$ cat src/rtl/alu_muldiv_ctrl_if.sv
// Request/response bundle between the MIPS execute stage and the MUL/DIV sequencer.
// Latency: none, wires only; the sequencer owns all timing.
// Backpressure: the sequencer drives stall/busy back toward the requester.
interface alu_muldiv_ctrl_if #(
  parameter int WIDTH = 16
) ();
  logic             start;
  logic [3:0]       funct;
  logic [WIDTH-1:0] a;
  logic [WIDTH-1:0] b;
  logic             busy;
  logic             stall;
  logic             done;
  logic [WIDTH-1:0] result_hi;
  logic [WIDTH-1:0] result_lo;
  logic             dz;

  modport master (
    output start, funct, a, b,
    input  busy, stall, done, result_hi, result_lo, dz
  );

  modport slave (
    input  start, funct, a, b,
    output busy, stall, done, result_hi, result_lo, dz
  );
endinterface

$ cat src/rtl/alu_muldiv_ctrl.sv
// Iterative MUL (shift-add) / DIV (restoring) sequencer; optional signed mode via MULDIV_SIGNED_EN.
// Latency: WIDTH+1 cycles from accepted start to done; divide-by-zero finishes in 1 cycle.
// Backpressure: stall=busy holds the pipeline; start is ignored while iterating.
module alu_muldiv_ctrl #(
  parameter int WIDTH = 16,
  parameter int CNT_W = 5
) (
  input logic              clk,
  input logic              reset,
  alu_muldiv_ctrl_if.slave bus
);
  localparam logic [3:0] FUNCT_MUL = 4'b0010;
  localparam logic [3:0] FUNCT_DIV = 4'b0011;

  typedef enum logic [1:0] {IDLE, MUL, DIV, DONE} state_t;
  state_t state, state_nxt;

  // mcand holds the multiplicand (MUL) or divisor (DIV).
  // {hi,lo} is the product accumulator (MUL) or {remainder,quotient} (DIV).
  logic [WIDTH-1:0] mcand, hi, lo;
  logic [CNT_W-1:0] cnt;
  logic [WIDTH-1:0] result_hi, result_lo;
  logic             dz;

  logic can_start, is_mul, is_div, div_zero, accept, last;
  assign can_start = (state == IDLE) || (state == DONE);
  assign is_mul    = bus.start && (bus.funct == FUNCT_MUL);
  assign is_div    = bus.start && (bus.funct == FUNCT_DIV);
  assign div_zero  = is_div && (bus.b == '0);
  assign accept    = can_start && (is_mul || is_div);
  assign last      = (cnt == CNT_W'(1));

  // One shift-add step: add multiplicand into the upper half when the
  // multiplier LSB is set, then shift {carry,hi,lo} right by one.
  logic [WIDTH:0]   mul_sum;
  logic [WIDTH-1:0] mul_hi_nxt, mul_lo_nxt;
  assign mul_sum    = {1'b0, hi} + (lo[0] ? {1'b0, mcand} : '0);
  assign mul_hi_nxt = mul_sum[WIDTH:1];
  assign mul_lo_nxt = {mul_sum[0], lo[WIDTH-1:1]};

  // One restoring-divide step: shift the next dividend bit into the
  // remainder and keep the trial difference only when it did not borrow.
  logic [WIDTH:0]   div_shift, div_trial;
  logic             no_borrow;
  logic [WIDTH-1:0] div_hi_nxt, div_lo_nxt;
  assign div_shift  = {hi, lo[WIDTH-1]};
  assign div_trial  = div_shift - {1'b0, mcand};
  assign no_borrow  = ~div_trial[WIDTH];
  assign div_hi_nxt = no_borrow ? div_trial[WIDTH-1:0] : div_shift[WIDTH-1:0];
  assign div_lo_nxt = {lo[WIDTH-2:0], no_borrow};

  logic [WIDTH-1:0]   a_mag, b_mag;
  logic [2*WIDTH-1:0] prod_fix;
  logic [WIDTH-1:0]   quot_fix, rem_fix;

`ifdef MULDIV_SIGNED_EN
  logic sign_a, sign_b;
  assign a_mag    = bus.a[WIDTH-1] ? -bus.a : bus.a;
  assign b_mag    = bus.b[WIDTH-1] ? -bus.b : bus.b;
  assign prod_fix = (sign_a ^ sign_b) ? -{mul_hi_nxt, mul_lo_nxt} : {mul_hi_nxt, mul_lo_nxt};
  assign quot_fix = (sign_a ^ sign_b) ? -div_lo_nxt : div_lo_nxt;
  assign rem_fix  = sign_a ? -div_hi_nxt : div_hi_nxt;

  // Remember operand signs at accept for the fix-up folded into the DONE load.
  always_ff @(posedge clk or negedge reset) begin
    if (!reset) begin
      sign_a <= 1'b0;
      sign_b <= 1'b0;
    end else if (accept) begin
      sign_a <= bus.a[WIDTH-1];
      sign_b <= bus.b[WIDTH-1];
    end
  end
`else
  assign a_mag    = bus.a;
  assign b_mag    = bus.b;
  assign prod_fix = {mul_hi_nxt, mul_lo_nxt};
  assign quot_fix = div_lo_nxt;
  assign rem_fix  = div_hi_nxt;
`endif

  // State register.
  always_ff @(posedge clk or negedge reset) begin
    if (!reset) state <= IDLE;
    else        state <= state_nxt;
  end

  // Next-state: accept only from IDLE/DONE, iterate until the counter expires.
  always_comb begin
    state_nxt = state;
    case (state)
      IDLE, DONE: begin
        state_nxt = IDLE;
        if (is_mul)        state_nxt = MUL;
        else if (div_zero) state_nxt = DONE;
        else if (is_div)   state_nxt = DIV;
      end
      MUL:     if (last) state_nxt = DONE;
      DIV:     if (last) state_nxt = DONE;
      default: state_nxt = IDLE;
    endcase
  end

  // Operand latch, iteration datapath and result registers.
  always_ff @(posedge clk or negedge reset) begin
    if (!reset) begin
      mcand     <= '0;
      hi        <= '0;
      lo        <= '0;
      cnt       <= '0;
      result_hi <= '0;
      result_lo <= '0;
      dz        <= 1'b0;
    end else if (accept) begin
      cnt <= CNT_W'(WIDTH);
      hi  <= '0;
      dz  <= 1'b0;
      if (is_mul) begin
        mcand <= a_mag;
        lo    <= b_mag;
      end else if (div_zero) begin
        // No iteration: the answer is known at accept.
        result_lo <= '1;
        result_hi <= bus.a;
        dz        <= 1'b1;
      end else begin
        mcand <= b_mag;
        lo    <= a_mag;
      end
    end else if (state == MUL) begin
      hi  <= mul_hi_nxt;
      lo  <= mul_lo_nxt;
      cnt <= cnt - CNT_W'(1);
      if (last) {result_hi, result_lo} <= prod_fix;
    end else if (state == DIV) begin
      hi  <= div_hi_nxt;
      lo  <= div_lo_nxt;
      cnt <= cnt - CNT_W'(1);
      if (last) begin
        result_hi <= rem_fix;
        result_lo <= quot_fix;
      end
    end
  end

  assign bus.busy      = (state == MUL) || (state == DIV);
  assign bus.stall     = bus.busy;
  assign bus.done      = (state == DONE);
  assign bus.result_hi = result_hi;
  assign bus.result_lo = result_lo;
  assign bus.dz        = dz;
endmodule

$ cat src/flat_wrapper.sv
// flat-port wrapper written by rule: the top's interface ports become plain ports
module alu_muldiv_ctrl_flat 
#(
  parameter int WIDTH = 16,
  parameter int CNT_W = 5
)
  (clk, reset, bus_start, bus_funct, bus_a, bus_b, bus_busy, bus_stall, bus_done, bus_result_hi, bus_result_lo, bus_dz);
  alu_muldiv_ctrl_if #(.WIDTH(WIDTH)) bus_i ();
  input logic clk;
  input logic reset;
  input wire logic [$bits(bus_i.start)-1:0] bus_start;
  input wire logic [$bits(bus_i.funct)-1:0] bus_funct;
  input wire logic [$bits(bus_i.a)-1:0] bus_a;
  input wire logic [$bits(bus_i.b)-1:0] bus_b;
  output wire logic [$bits(bus_i.busy)-1:0] bus_busy;
  output wire logic [$bits(bus_i.stall)-1:0] bus_stall;
  output wire logic [$bits(bus_i.done)-1:0] bus_done;
  output wire logic [$bits(bus_i.result_hi)-1:0] bus_result_hi;
  output wire logic [$bits(bus_i.result_lo)-1:0] bus_result_lo;
  output wire logic [$bits(bus_i.dz)-1:0] bus_dz;
  assign bus_i.start = bus_start;
  assign bus_i.funct = bus_funct;
  assign bus_i.a = bus_a;
  assign bus_i.b = bus_b;
  assign bus_busy = bus_i.busy;
  assign bus_stall = bus_i.stall;
  assign bus_done = bus_i.done;
  assign bus_result_hi = bus_i.result_hi;
  assign bus_result_lo = bus_i.result_lo;
  assign bus_dz = bus_i.dz;
  alu_muldiv_ctrl #(.WIDTH(WIDTH), .CNT_W(CNT_W)) u_core (.clk(clk), .reset(reset), .bus(bus_i));
endmodule
$ cat config.mk
export PLATFORM = sky130hd
export DESIGN_NAME = alu_muldiv_ctrl_flat
export DESIGN_NICKNAME = d
export VERILOG_FILES = /design/src/rtl/alu_muldiv_ctrl_if.sv /design/src/rtl/alu_muldiv_ctrl.sv /design/src/flat_wrapper.sv
export SDC_FILE = /design/constraint.sdc
export NUM_CORES = 1
export LEC_CHECK = 0
export ABC_AREA = 1
export ABC_CLOCK_PERIOD_IN_PS = 3000
export BUFFER_PORTS_ARGS = -buffer_cell sky130_fd_sc_hd__buf_2
export CORE_UTILIZATION = 45
export DETAILED_ROUTE_END_ITERATION = 6
export PLACE_DENSITY = 0.61
export SLEW_MARGIN = 0
export SYNTH_ARGS = -nofsm -noshare
export SYNTH_HDL_FRONTEND = slang
export SYNTH_SLANG_ARGS = --single-unit
export TNS_END_PERCENT = 5
$ cat constraint.sdc
create_clock -name clk -period 3 [get_ports clk]
set_clock_uncertainty 0.15 [all_clocks]
set_input_delay 0.6 -clock clk [delete_from_list [all_inputs] [get_ports clk]]
set_output_delay 0.6 -clock clk [all_outputs]
set_load 0.03 [all_outputs]
Word level (Yosys, flattened, before mapping)

Cells that the tools add are included.
W data, S select, Z words.

Add/subtract/negate cells: 3
Equality and inequality tests: 11
Multiplexer cells: 36
Bitwise gates (word level): 1
Reduce and logical (&&, ||, !) cells: 16

Operators by type and width:

| kind                  | count |
|---|---|
| $mux W16              | 26 |
| $add A16 B17 Y17      | 1 |
| $sub A17 B16 Y17      | 1 |
| $logic_not A16 Y1     | 1 |
| $mux W5               | 3 |
| $eq A4 B2 Y1 const B  | 2 |
| $mux W2               | 4 |
| $ne A2 B1 Y1 const B  | 3 |
| $eq A5 B1 Y1 const B  | 1 |
| $sub A5 B1 Y5 const B | 1 |
| $eq A2 B2 Y1 const B  | 2 |
| $logic_and A1 B1 Y1   | 4 |
| $pmux W2 S2           | 1 |
| $reduce_and A2 Y1     | 2 |
| $reduce_and A4 Y1     | 1 |
| $reduce_or A2 Y1      | 2 |
| $logic_or A1 B1 Y1    | 3 |
| $ne A3 B2 Y1 const B  | 1 |
| $reduce_bool A3 Y1    | 1 |
| $eq A2 B1 Y1 const B  | 1 |
| $logic_not A2 Y1      | 1 |
| $mux W1               | 2 |
| $ne A2 B2 Y1 const B  | 1 |
| $reduce_bool A2 Y1    | 1 |
| $not A1 Y1            | 1 |

Bits in registers: 88
Bits of input ports: 39
Output and inout port bits: 36
Word-level logic and storage cells: 75

Longest topological paths before layout

Gate-level depths: netlist of the first run.

Word-level depth: 6
Mapped depth: 19

Worst setup path after synthesis of the first run

OpenSTA, ideal clock, no wires.

Kind: register to register
From: register u_core.lo[0]
To: register u_core.hi[7]
Setup time: 0.127 ns
Arrival time: 2.303 ns
Data required time: 2.723 ns
Setup slack: 0.420 ns
Stages on the path, launching flop included: 17
Buffers on the path: 2
Cell sequence: dfrtp_1 -> clkbuf_1 -> clkbuf_1 -> nand2_1 -> inv_1 -> ha_1 -> fa_1 -> nand2_1 -> nand2_1 -> o21ai_0 -> inv_1 -> a21oi_1 -> nor2_1 -> o21ai_0 -> nand2_1 -> nand2_1 -> o21ai_0

Cells in the longest elaborated chain, start to end: 4

RTL lines:

| element                | line                   | source |
|---|---|---|
| start, declared        | alu_muldiv_ctrl.sv:20  | `logic [WIDTH-1:0] mcand, hi, lo;` |
| start signal, assigned | alu_muldiv_ctrl.sv:120 | `lo <= b_mag;` |
| start signal, assigned | alu_muldiv_ctrl.sv:128 | `lo <= a_mag;` |
| start signal, assigned | alu_muldiv_ctrl.sv:132 | `lo <= mul_lo_nxt;` |
| $mux W16               | alu_muldiv_ctrl.sv:37  | `assign mul_sum = {1'b0, hi} + (lo[0] ? {1'b0, mcand} : '0);` |
| $add A16 B17 Y17       | alu_muldiv_ctrl.sv:37  |  |
| $mux W16               | alu_muldiv_ctrl.sv:130 | `end else if (state == MUL) begin` |
| $mux W16               | alu_muldiv_ctrl.sv:114 | `end else if (accept) begin` |
| end signal, assigned   | alu_muldiv_ctrl.sv:131 | `hi <= mul_hi_nxt;` |
| end signal, assigned   | alu_muldiv_ctrl.sv:136 | `hi <= div_hi_nxt;` |
| end, declared          | alu_muldiv_ctrl.sv:20  |  |

No other way between the ends.
A chain may end at the register's enable or synchronous reset.

Final worst setup path of the first run

From: register u_core.lo[15]
To: register u_core.result_hi[8], in the netlist u_core.bus.result_hi[8]

Cells in the longest elaborated chain, start to end: 6

RTL lines:

| element              | line                   | source |
|---|---|---|
| $sub A17 B16 Y17     | alu_muldiv_ctrl.sv:47  | `assign div_trial = div_shift - {1'b0, mcand};` |
| $mux W16             | alu_muldiv_ctrl.sv:49  | `assign div_hi_nxt = no_borrow ? div_trial[WIDTH-1:0] : div_shift[WIDTH-1:0];` |
| $mux W16             | alu_muldiv_ctrl.sv:139 | `if (last) begin` |
| $mux W16             | alu_muldiv_ctrl.sv:135 | `end else if (state == DIV) begin` |
| $mux W16             | alu_muldiv_ctrl.sv:130 |  |
| $mux W16             | alu_muldiv_ctrl.sv:114 |  |
| end signal, assigned | alu_muldiv_ctrl.sv:124 | `result_hi <= bus.a;` |
| end signal, assigned | alu_muldiv_ctrl.sv:134 | `if (last) {result_hi, result_lo} <= prod_fix;` |
| end signal, assigned | alu_muldiv_ctrl.sv:140 | `result_hi <= rem_fix;` |
| end, declared        | alu_muldiv_ctrl.sv:22  | `logic [WIDTH-1:0] result_hi, result_lo;` |

No other way between the ends. The select of a mux whose other input is x is not followed.

==> results of run 1 <==
-- registers in the layout, indices dropped and copies added (netlist names) --
register	count
u_core.cnt	5
u_core.lo	16
u_core.bus.dz	1
u_core.bus.result_hi	16
u_core.state	2
u_core.mcand	16
u_core.bus.result_lo	16
u_core.hi	16
-- final timing paths --
kind                                         startpoint                  endpoint  slack [ns]  cells past startpoint
worst min register to register  u_core.bus.result_hi[8]   u_core.bus.result_hi[8]        0.33                      2
min in group clk                u_core.bus.result_hi[8]   u_core.bus.result_hi[8]        0.33                      2
worst max-delay path                      u_core.lo[15]   u_core.bus.result_hi[8]        0.28                     17
worst max register to register            u_core.lo[15]   u_core.bus.result_hi[8]        0.28                     17
worst min-delay path                              reset             u_core.hi[11]        0.12                      1
max in group asynchronous                         reset  u_core.bus.result_hi[15]        1.88                      2
-- logic make-up (layout without fill, tap and decap cells) --
kind of cell / count (synthesis) / after routing / synth area share [%]
AO/OA/AOI/OAI: 216 / 216 / 18.4
adder cells (fa/ha/maj): 38 / 38 / 7.26
buffers and inverters: 194 / 266 / 11.9
AND/OR/NAND/NOR: 467 / 467 / 29.0
XOR/XNOR: 7 / 7 / 0.908
flip-flops: 88 / 88 / 32.6
-- report_power, final --
part	switching (mW)	total (mW)	internal, mW
sequential	0.425	2.18	1.76
clock	0.537	1.13	0.597
combinational	4.89	7.11	2.22
total	5.85	10.4	4.58
-- metal layers --
layer  wire (um)  vias to the layer above
met2        9320                      258
met5          18                        -
met3        1680                       43
met4         763                        2
li1            -                     3380
met1       10400                     3209
-- final cells by class --
cell class	count	area share [%]
clock buffer	10	3.13
multi-input combinational	728	49.5
timing repair buffer	95	7.12
tap	184	3.02
inverter	155	7.64
sequential	88	28.9
clock inverter	6	0.673
-- worst max-delay path: stages, from the launching register on --
cell	delay (ns)
dfrtp_1	0.38
inv_1	0.08
ha_1	0.24
fa_2	0.42
inv_2	0.10
nand2_1	0.05
nand2_1	0.07
nand3_1	0.08
nand2_2	0.10
nand2_2	0.10
nand3_2	0.14
nand2_8	0.12
nand2_1	0.08
o21ai_1	0.07
nand2_1	0.09
nand3_1	0.16
nand2_1	0.14
nand2_1	0.05
-- what timing repair did --
item                                    in CTS  in global routing
endpoints found under the setup margin       0                 24
gates resized for setup                      0                  7
hold buffers                                 0                  0
-- placed cells by master, fill, tap and decap left out, types with 6 or more instances in the layout --
cell type / netlist / routed
nand2_1: 306 / 305
inv_1: 149 / 148
dfrtp_1: 88 / 88
a21oi_1: 76 / 76
buf_2: 16 / 73
nor2_1: 66 / 65
o21ai_0: 62 / 62
nand3_1: 58 / 57
ha_1: 36 / 36
o21ai_1: 28 / 28
buf_4: 6 / 21
o211ai_1: 13 / 13
a211oi_1: 11 / 11
clkbuf_16: 0 / 9
nand2_2: 7 / 8
nand4_1: 7 / 7
inv_2: 6 / 6
-- metrics by stage --
stage / utilization, % / setup WS, ns / instances / power, mW / hold WS [ns]
after floorplan: - / 0.420 / 1010 / 7.17 / 0.154
after global placement: 50.1 / 0.139 / 1250 / 9.13 / 0.314
after detailed placement: 50.1 / 0.142 / 1250 / 9.13 / 0.316
after CTS: 52.1 / 0.110 / 1266 / 10.3 / 0.154
after global routing: 52.3 / 0.0455 / 1266 / 11.4 / 0.173
final: 52.3 / 0.276 / 1266 / 10.4 / 0.121
==> run_results.csv, run 1 <==
group,metric,value,unit
clock_tree,clockRootBuffer,"clkbuf_16",
layout,area_growth,13.0,%
route,drt_iter0_drc,690,
logic_synthesis,synth_edf_count,0,
timing,worst_pin_slew,0.812,ns
logic_synthesis,netlist.area_leader.share,32.6,%
setup_path,worstSetupEndpointType,"flop",
logic_synthesis,yosysWarnings,0,
logic_synthesis,syn_inst,1010,
route,wl_per_cell,17.5,um
timing,rsz0062_at_grt,"no",
route,ant_nets,0,
timing,drv_slew,0,
global_route,grt.overflow.total,0,
route,num_vias,6892,
layout,diodes,0,
clock_tree,cts_buffers,9,
timing,fmax,367,MHz
die,core,14600,um^2
route,via_per_inst,5.44,
timing,period_needed,2.72,ns
route,dr.pass1.iters,6,
timing,post-route-period-util,90.8,%
global_route,track_usage,29.4,%
die,ios,75,
route,drc,0,
die,die_h,124,um
global_route,top_usage_layer,"met1",
clock_tree,clock_latency,0.36,ns
die,dieArea,15500,um^2
clock_tree,cts_buffer_depth,2,
layout,nNetsFinal,1154,
global_route,antenna_found_initial,1,
clock_tree,clock_sinks,88,
logic_synthesis,synth_top_area_cell,"dfrtp_1",
timing,relSlewSlack,45.9,%
place,gp_congestion,0.954,
die,initial_core_util,46.3,%
layout,multi_input_area,3780,um^2
place,place.detailed.hpwl,17600,um
logic_synthesis,synth_area_leaders,"dfrtp_1 33%, nand2_1 17%, inv_1 8.3%",
logic_synthesis,ys_types,42,
die,die_w,124,um
global_route,grt_use_met2,41.9,%
pwr,vdd_drop_max,0.686,mV
setup_path,path_class,"flop to flop",
logic_synthesis,postSynth.asyncResetShare,100,%
logic_synthesis,synth_top_flop_cell,"dfrtp_1",
die,rows,44,
place,portBuffers,74,
global_route,grt_max_degree,48,
global_route,grt.met1_usage,42.8,%
layout,finalInstanceArea,7630,um^2
logic_synthesis,yosys-top-cells-count,"306 x nand2_1, 149 x inv_1, 88 x dfrtp_1, 76 x a21oi_1, 66 x nor2_1",
clock_tree,post_cts_buffers,0,
global_route,use_met3,7.17,%
clock_tree,htree_levels,3,
pwr,p_leak,4.23,nW
outcome,status,"finished, final reports clean",
logic_synthesis,ys_ff_latch,88,
timing,hold_viol,0,
logic_synthesis,synthesis.area,6750,um^2
clock_tree,cts_tree,"done",
setup_path,arrival,2.82,ns
hold_path,hold_path_class,"input pin to async pin",
logic_synthesis,yosysMostFrequentCell,"nand2_1",
timing,fin_tns_setup,0,ns
route,routed_wl,22200,um
pwr,p_per_area,1370,nW/um^2
timing,setup_viol,0,
setup_path,crit_required,3.10,ns
layout,register_area,2200,um^2
layout,fillers,1540,
setup_path,crit_fanout,17,
setup_path,cp-start-kind,"flop",
place,placedInstanceArea,7310,um^2
clock_tree,path_clk_slew,0.07,ns
global_route,grt_pass1_vias,6405,
job,drv_cap,0,
global_route,grt_first_pass_wirelength,35400,um
logic_synthesis,ys_seq_area_share,32.6,%
logic_synthesis,syn_area_per_cell,6.68,um^2
layout,drive_above_1_share,13.6,%
logic_synthesis,syn_nets,1087,
No activity file was read; power rests on OpenSTA's default activity.
==> inputs of run 2 (changes only) <==
Settings changed: ABC_AREA 1 to not set, HOLD_SLACK_MARGIN set to 0.06.
==> run_results.csv, run 2 <==
group,metric,value,unit
pwr,swShare,46.6,%
die,rows,42,
logic_synthesis,ys_ff_latch,88,
timing,setup_viol,2,
logic_synthesis,synth_xor_area_share,3.57,%
hold_path,hold_path_class,"flop to flop",
route,dr.pass1.iters,5,
layout,register_area,2210,um^2
pwr,p_clk_share,12.0,%
setup_path,worstSetupEndpointType,"flop",
place,dp_slack,-0.0766,ns
timing,drv_slew,0,
logic_synthesis,postSynth.asyncResetShare,100,%
global_route,track_usage,28.4,%
logic_synthesis,ys_seq_area_share,35.9,%
place,portBuffers,74,
logic_synthesis,synthesis.area,6130,um^2
global_route,antenna_found_initial,0,
layout,fillers,1255,
logic_synthesis,syn_inst,715,
setup_path,cp-start-kind,"flop",
layout,post-route-util,57.0,%
global_route,grt_first_pass_wirelength,30700,um
pwr,p_int,4.86,mW
route,ant_nets,0,
route,drt_iter0_drc,511,
global_route,grt_max_degree,41,
timing,hold_ws,0.337,ns
route,routed_wl,19600,um
die,dieArea,14100,um^2
die,die_h,119,um
setup_path,crit_required,3.09,ns
layout,multi_input_area,3820,um^2
route,drc,0,
layout,nNetsFinal,896,
setup_path,crit_path_max_incr_delay,0.48,ns
logic_synthesis,synth_top_flop_cell,"dfrtp_1",
setup_path,arrival,3.15,ns
setup_path,slowest_stage,"or4_4",
timing,period_needed,3.07,ns
clock_tree,clockRootBuffer,"clkbuf_16",
layout,diodes,0,
clock_tree,cts_buffer_depth,2,
logic_synthesis,synth_top_area_cell,"dfrtp_1",
setup_path,path_buf_inv,1,
die,ios,75,
clock_tree,clock_sinks,88,
setup_path,cp_cell_sequence,"ha_4 -> a211oi_4 -> nor2_1 -> o41a_1 -> a211oi_2 -> nand3b_4 -> buf_6 -> or4_4 -> o211ai_2 -> o21ai_1",
setup_path,path_class,"flop to flop",
logic_synthesis,synth-compound-area-share,25.9,%
logic_synthesis,synth_top_family_by_area,"compound AO/OA/AOI/OAI gates",
global_route,grt.overflow.total,0,
logic_synthesis,syn_nets,792,
die,core,13200,um^2
clock_tree,path_clk_slew,0.07,ns
logic_synthesis,yosys-top-cells-count,"88 x dfrtp_1, 73 x nand2_1, 60 x a21oi_1, 53 x o21ai_0, 51 x nor2_1",
route,num_vias,5971,
timing,post-route-period-util,102,%
timing,relSlewSlack,41.9,%
setup_path,crit_fanout,5,
logic_synthesis,syn_area_per_cell,8.57,um^2
outcome,status,"finished, violations left",
global_route,grt_pass1_vias,5718,
timing,rsz0062_at_grt,"yes",
route,via_per_inst,5.97,
logic_synthesis,yosysMostFrequentCell,"dfrtp_1",
logic_synthesis,synth_fa_ha_area_share,8.00,%
job,drv_cap,0,
place,place.detailed.hpwl,14500,um
timing,fin_ws,-0.0669,ns
clock_tree,cts_buffers,9,
outcome,violations,"negative setup slack",
place,gp_congestion,1.02,
timing,fmax,326,MHz
clock_tree,cts_tree,"done",
die,die_w,119,um
logic_synthesis,synth_simple_gate_area_share,17.9,%
clock_tree,clock_latency,0.36,ns
route,wl_per_cell,19.6,um
pwr,p_leak,3.43,nW
die,initial_core_util,46.3,%
timing,hold_viol,0,
layout,final_cell_mix,"85 x dfrtp_1, 73 x nand2_1, 73 x buf_2, 57 x a21oi_1, 56 x buf_4",
clock_tree,htree_levels,3,
pwr,p_seq_share,21.6,%
logic_synthesis,ys_types,59,
timing,worst_pin_slew,0.872,ns
logic_synthesis,yosysWarnings,0,
layout,final_common_cell,"dfrtp_1",
pwr,p_per_area,1200,nW/um^2
pwr,switching_power,4.24,mW
layout,drive_above_1_share,24.3,%
logic_synthesis,netlist.area_leader.share,35.9,%
setup_path,critPathTopFamily,"compound AO/OA/AOI/OAI gates",
logic_synthesis,synth_edf_count,0,
layout,area_growth,23.2,%
logic_synthesis,synth_area_leaders,"dfrtp_1 36%, ha_1 7.3%, a21oi_1 4.9%",
pwr,power_frac_comb,66.3,%
logic_synthesis,muxShareOfSynthArea,4.06,%
pwr,vdd_drop_max,0.491,mV
-- run 2: cell types whose count changed in the layout (fill, tap and decap cells not counted), sizes merged, moves of 26 or more --
| cell | previous run | this run |
|---|---|---|
| o31ai | 1 | 27 |
| inv | 157 | 29 |
| nand3 | 59 | 13 |
| nand2 | 317 | 73 |
| o21ai | 90 | 57 |
| buf | 95 | 137 |
-- run 2: path summary, 6_finish.rpt --
kind,from,end,slack (ns),depth (start not counted)
worst max register to register,u_core.hi[7],u_core.hi[15],-0.07,10
min in group asynchronous,reset,u_core.bus.result_lo[9],0.58,2
max in group asynchronous,reset,u_core.hi[7],1.47,3
worst min register to register,u_core.lo[1],u_core.lo[1],0.34,2
worst max-delay path,u_core.hi[7],u_core.hi[15],-0.07,10
worst min-delay path,u_core.lo[1],u_core.lo[1],0.34,2
-- run 2: power groups by stage --
| stage | logic (mW) | registers [mW] | clock network (mW) |
|---|---|---|---|
| global route | 6.57 | 2.02 | 1.16 |
| CTS | 5.33 | 1.95 | 1.12 |
| global placement | 5.15 | 1.95 | 0 |
| finish | 6.04 | 1.97 | 1.09 |
| detailed placement | 5.21 | 1.97 | 0 |
| floorplan | 3.48 | 2.11 | 0 |
-- run 2: cell type report --
cell class | instances | area share [%]
timing repair buffer | 138 | 12.3
clock inverter | 7 | 0.712
tap | 176 | 2.92
clock buffer | 9 | 2.98
inverter | 27 | 1.34
sequential | 88 | 29.2
multi-input combinational | 555 | 50.5
-- run 2: layer usage --
metal  share of wire (%)  vias up  track usage, %
met1                  45     2907            39.3
met5                   0        -               0
met3                 6.1       32            4.49
met2                  47      215            45.8
li1                    -     2817               -
met4                 2.1        0            8.15
-- run 2: kinds of logic after synthesis --
logic type / count (synthesis)
buffers and inverters: 72
AOI/OAI and AO/OA: 243
muxes: 24
xor gates and xnor gates: 25
and+or+nand+nor: 225
DFF: 88
adders and majority gates: 38
-- run 2: stage by stage --
stage / cells / cell area (um^2) / setup TNS [ns] / total power, mW
2_1_floorplan: 715 / 6130 / 0 / 5.59
3_3_place_gp: 977 / 7030 / -0.0149 / 7.10
3_5_place_dp: 977 / 7030 / -0.221 / 7.18
4_1_cts: 995 / 7340 / 0 / 8.40
5_1_grt: 1000 / 7550 / -1.27 / 9.75
6_report: 1000 / 7550 / -0.110 / 9.10
-- run 2: worst min-delay path, delay by kind of cell, from the launching register on --
family,cells,cell delay (ns)
compound gates,1,0.06
simple gates,1,0.05
flops,1,0.35
-- run 2: timing repair --
action	CTS	global route
setup endpoints to repair	14	31
pin swaps	0	16
setup buffers	1	5
gates resized for setup	4	45
hold buffers	1	0
hold endpoints to repair	22	0
==> inputs of run 3 (changes only) <==
Settings changed: CAP_MARGIN set to 40, CELL_PAD_IN_SITES_DETAIL_PLACEMENT set to 1, CELL_PAD_IN_SITES_GLOBAL_PLACEMENT set to 2, CORE_UTILIZATION 45 to 36, PLACE_DENSITY 0.61 to 0.78.
==> run_results.csv, run 3 (synthesis gave the netlist of run 2 again) <==
group,metric,value,unit
outcome,status,"finished, violations left",
outcome,violations,"negative setup slack",
setup_path,crit_required,3.07,ns
global_route,antenna_found_initial,0,
job,drv_cap,0,
clock_tree,clock_latency,0.36,ns
global_route,grt_first_pass_wirelength,36300,um
layout,drive_above_1_share,28.7,%
timing,fin_ws,-0.0132,ns
clock_tree,cts_tree,"done",
setup_path,worstSetupEndpointType,"flop",
place,portBuffers,74,
pwr,power_frac_comb,67.6,%
route,wl_per_cell,22.1,um
timing,drv_slew,0,
pwr,swShare,48.2,%
timing,rsz0062_at_grt,"yes",
layout,diodes,0,
clock_tree,clock_sinks,88,
timing,setup_viol,2,
timing,post-route-period-util,100,%
die,die_h,133,um
setup_path,arrival,3.09,ns
timing,fmax,332,MHz
die,die_w,133,um
setup_path,rr_worst_depth,11,
timing,fin_tns_setup,-0.0196,ns
pwr,p_per_area,1220,nW/um^2
hold_path,hold_start,"u_core.lo[1]",
die,dieArea,17600,um^2
die,rows,47,
pwr,p_leak,3.60,nW
setup_path,r2r_start,"u_core.mcand[2]",
pwr,p_int,5.04,mW
clock_tree,path_clk_slew,0.07,ns
timing,worst_pin_slew,0.689,ns
layout,fillers,1945,
place,gp_congestion,0.953,
clock_tree,cts_buffer_depth,2,
hold_path,hold_path_class,"flop to flop",
layout,final_common_cell,"dfrtp_1",
die,initial_core_util,37.0,%
route,num_vias,6214,
place,place.detailed.hpwl,17500,um
setup_path,path_class,"flop to flop",
layout,nNetsFinal,918,
route,routed_wl,23500,um
setup_path,cp-start-kind,"flop",
route,drt_iter0_drc,302,
global_route,grt_max_degree,35,
pwr,p_clk_share,12.0,%
setup_path,ff2ff_setup_slack,-0.01,ns
route,ant_nets,0,
layout,final_cell_mix,"88 x dfrtp_1, 73 x nand2_1, 73 x buf_2, 73 x buf_4, 58 x a21oi_1",
clock_tree,cts_buffers,9,
global_route,track_usage,26.8,%
layout,post-route-util,47.9,%
hold_path,min_to,"u_core.lo[1]",
route,via_per_inst,5.83,
die,core,16600,um^2
global_route,grt.overflow.total,0,
pwr,p_seq_share,20.4,%
timing,relSlewSlack,54.0,%
setup_path,crit_fanout,5,
pwr,vdd_drop_max,0.424,mV
route,dr.pass1.iters,4,
route,drc,0,
clock_tree,htree_levels,3,
global_route,grt_pass1_vias,6470,
timing,hold_ws,0.344,ns
clock_tree,clockRootBuffer,"clkbuf_16",
setup_path,r2r_end,"u_core.hi[13]",
layout,area_growth,29.7,%
hold_path,holdPathStages,2,
timing,period_needed,3.01,ns
timing,hold_viol,0,
pwr,switching_power,4.69,mW
die,ios,75,
==> run 3: cell count changes in the layout (fill, tap and decap cells not counted), sizes merged <==
cell,change
clkinvlp,-2
clkinv,+1
buf,+21
inv,+1
nand3b,+1
==> run 3: power by group through the flow <==
stage | combinational [mW] | sequential [mW] | clock, mW
2_1_floorplan | 3.48 | 2.11 | 0
3_3_place_gp | 5.27 | 1.97 | 0
3_5_place_dp | 5.46 | 1.98 | 0
4_1_cts | 5.93 | 1.97 | 1.18
5_1_grt | 7.12 | 2.04 | 1.23
6_report | 6.58 | 1.98 | 1.17
==> run 3: worst max path at each step <==
stage / slack (ns) / end / from
2_1_floorplan: 0.02 / u_core.hi[14] / u_core.lo[0]
4_1_cts: -0.03 / u_core.bus.result_hi[0] / u_core.mcand[9]
3_5_place_dp: -0.22 / u_core.hi[13] / u_core.mcand[0]
6_report: -0.01 / u_core.hi[13] / u_core.mcand[2]
3_3_place_gp: -0.13 / u_core.hi[13] / u_core.mcand[0]
5_1_grt: -0.08 / u_core.hi[12] / u_core.mcand[2]
==> run 3: metrics by stage <==
stage | area, um^2 | cells | worst slack (ns) | power [mW]
floorplan | 6130 | 715 | 0.0245 | 5.59
global placement | 7170 | 1032 | -0.130 | 7.25
detailed placement | 7200 | 1033 | -0.222 | 7.44
CTS | 7680 | 1060 | -0.0311 | 9.08
global route | 7950 | 1066 | -0.0832 | 10.4
finish | 7950 | 1066 | -0.0132 | 9.72
==> run 3: layout make-up <==
cell class / count / area [um^2] / share of cell area (%)
inverters: 27 / 101 / 1.27
flip-flops and latches: 88 / 2200 / 27.7
well taps: 220 / 275 / 3.46
clock buffers: 9 / 225 / 2.83
repair buffers: 159 / 1110 / 14.0
clock inverters: 7 / 72.6 / 0.913
multi-input cells: 556 / 3970 / 49.9
==> run 3: worst max-delay path, cell delays in order, from the launching register on <==
cell       delay, ns
dfrtp_1         0.44
inv_1           0.07
ha_1            0.34
nor2b_4         0.16
o2111ai_2       0.23
nand3_2         0.20
a211oi_2        0.29
nand3b_4        0.25
buf_6           0.13
mux2_2          0.35
mux2i_4         0.17
a21oi_1         0.09
==> run 3: timing repair <==
action                                  CTS  global route
cloned                                    1             0
gates resized for setup                  24            56
hold endpoints to repair                  3             0
hold buffers                              1             0
pin swaps                                 9            22
buffers inserted                          9             6
endpoints found under the setup margin   33            33
==> run 3: metal layers <==
layer | up-vias | part of all wire [%] | GRT usage (%) | routed length (um)
li1 | 2855 | - | - | -
met1 | 3162 | 47 | 36.1 | 10900
met2 | 157 | 47 | 43.7 | 11100
met3 | 40 | 3.5 | 3.45 | 820
met4 | 0 | 2.9 | 10.7 | 677
met5 | - | 0 | 0 | 0
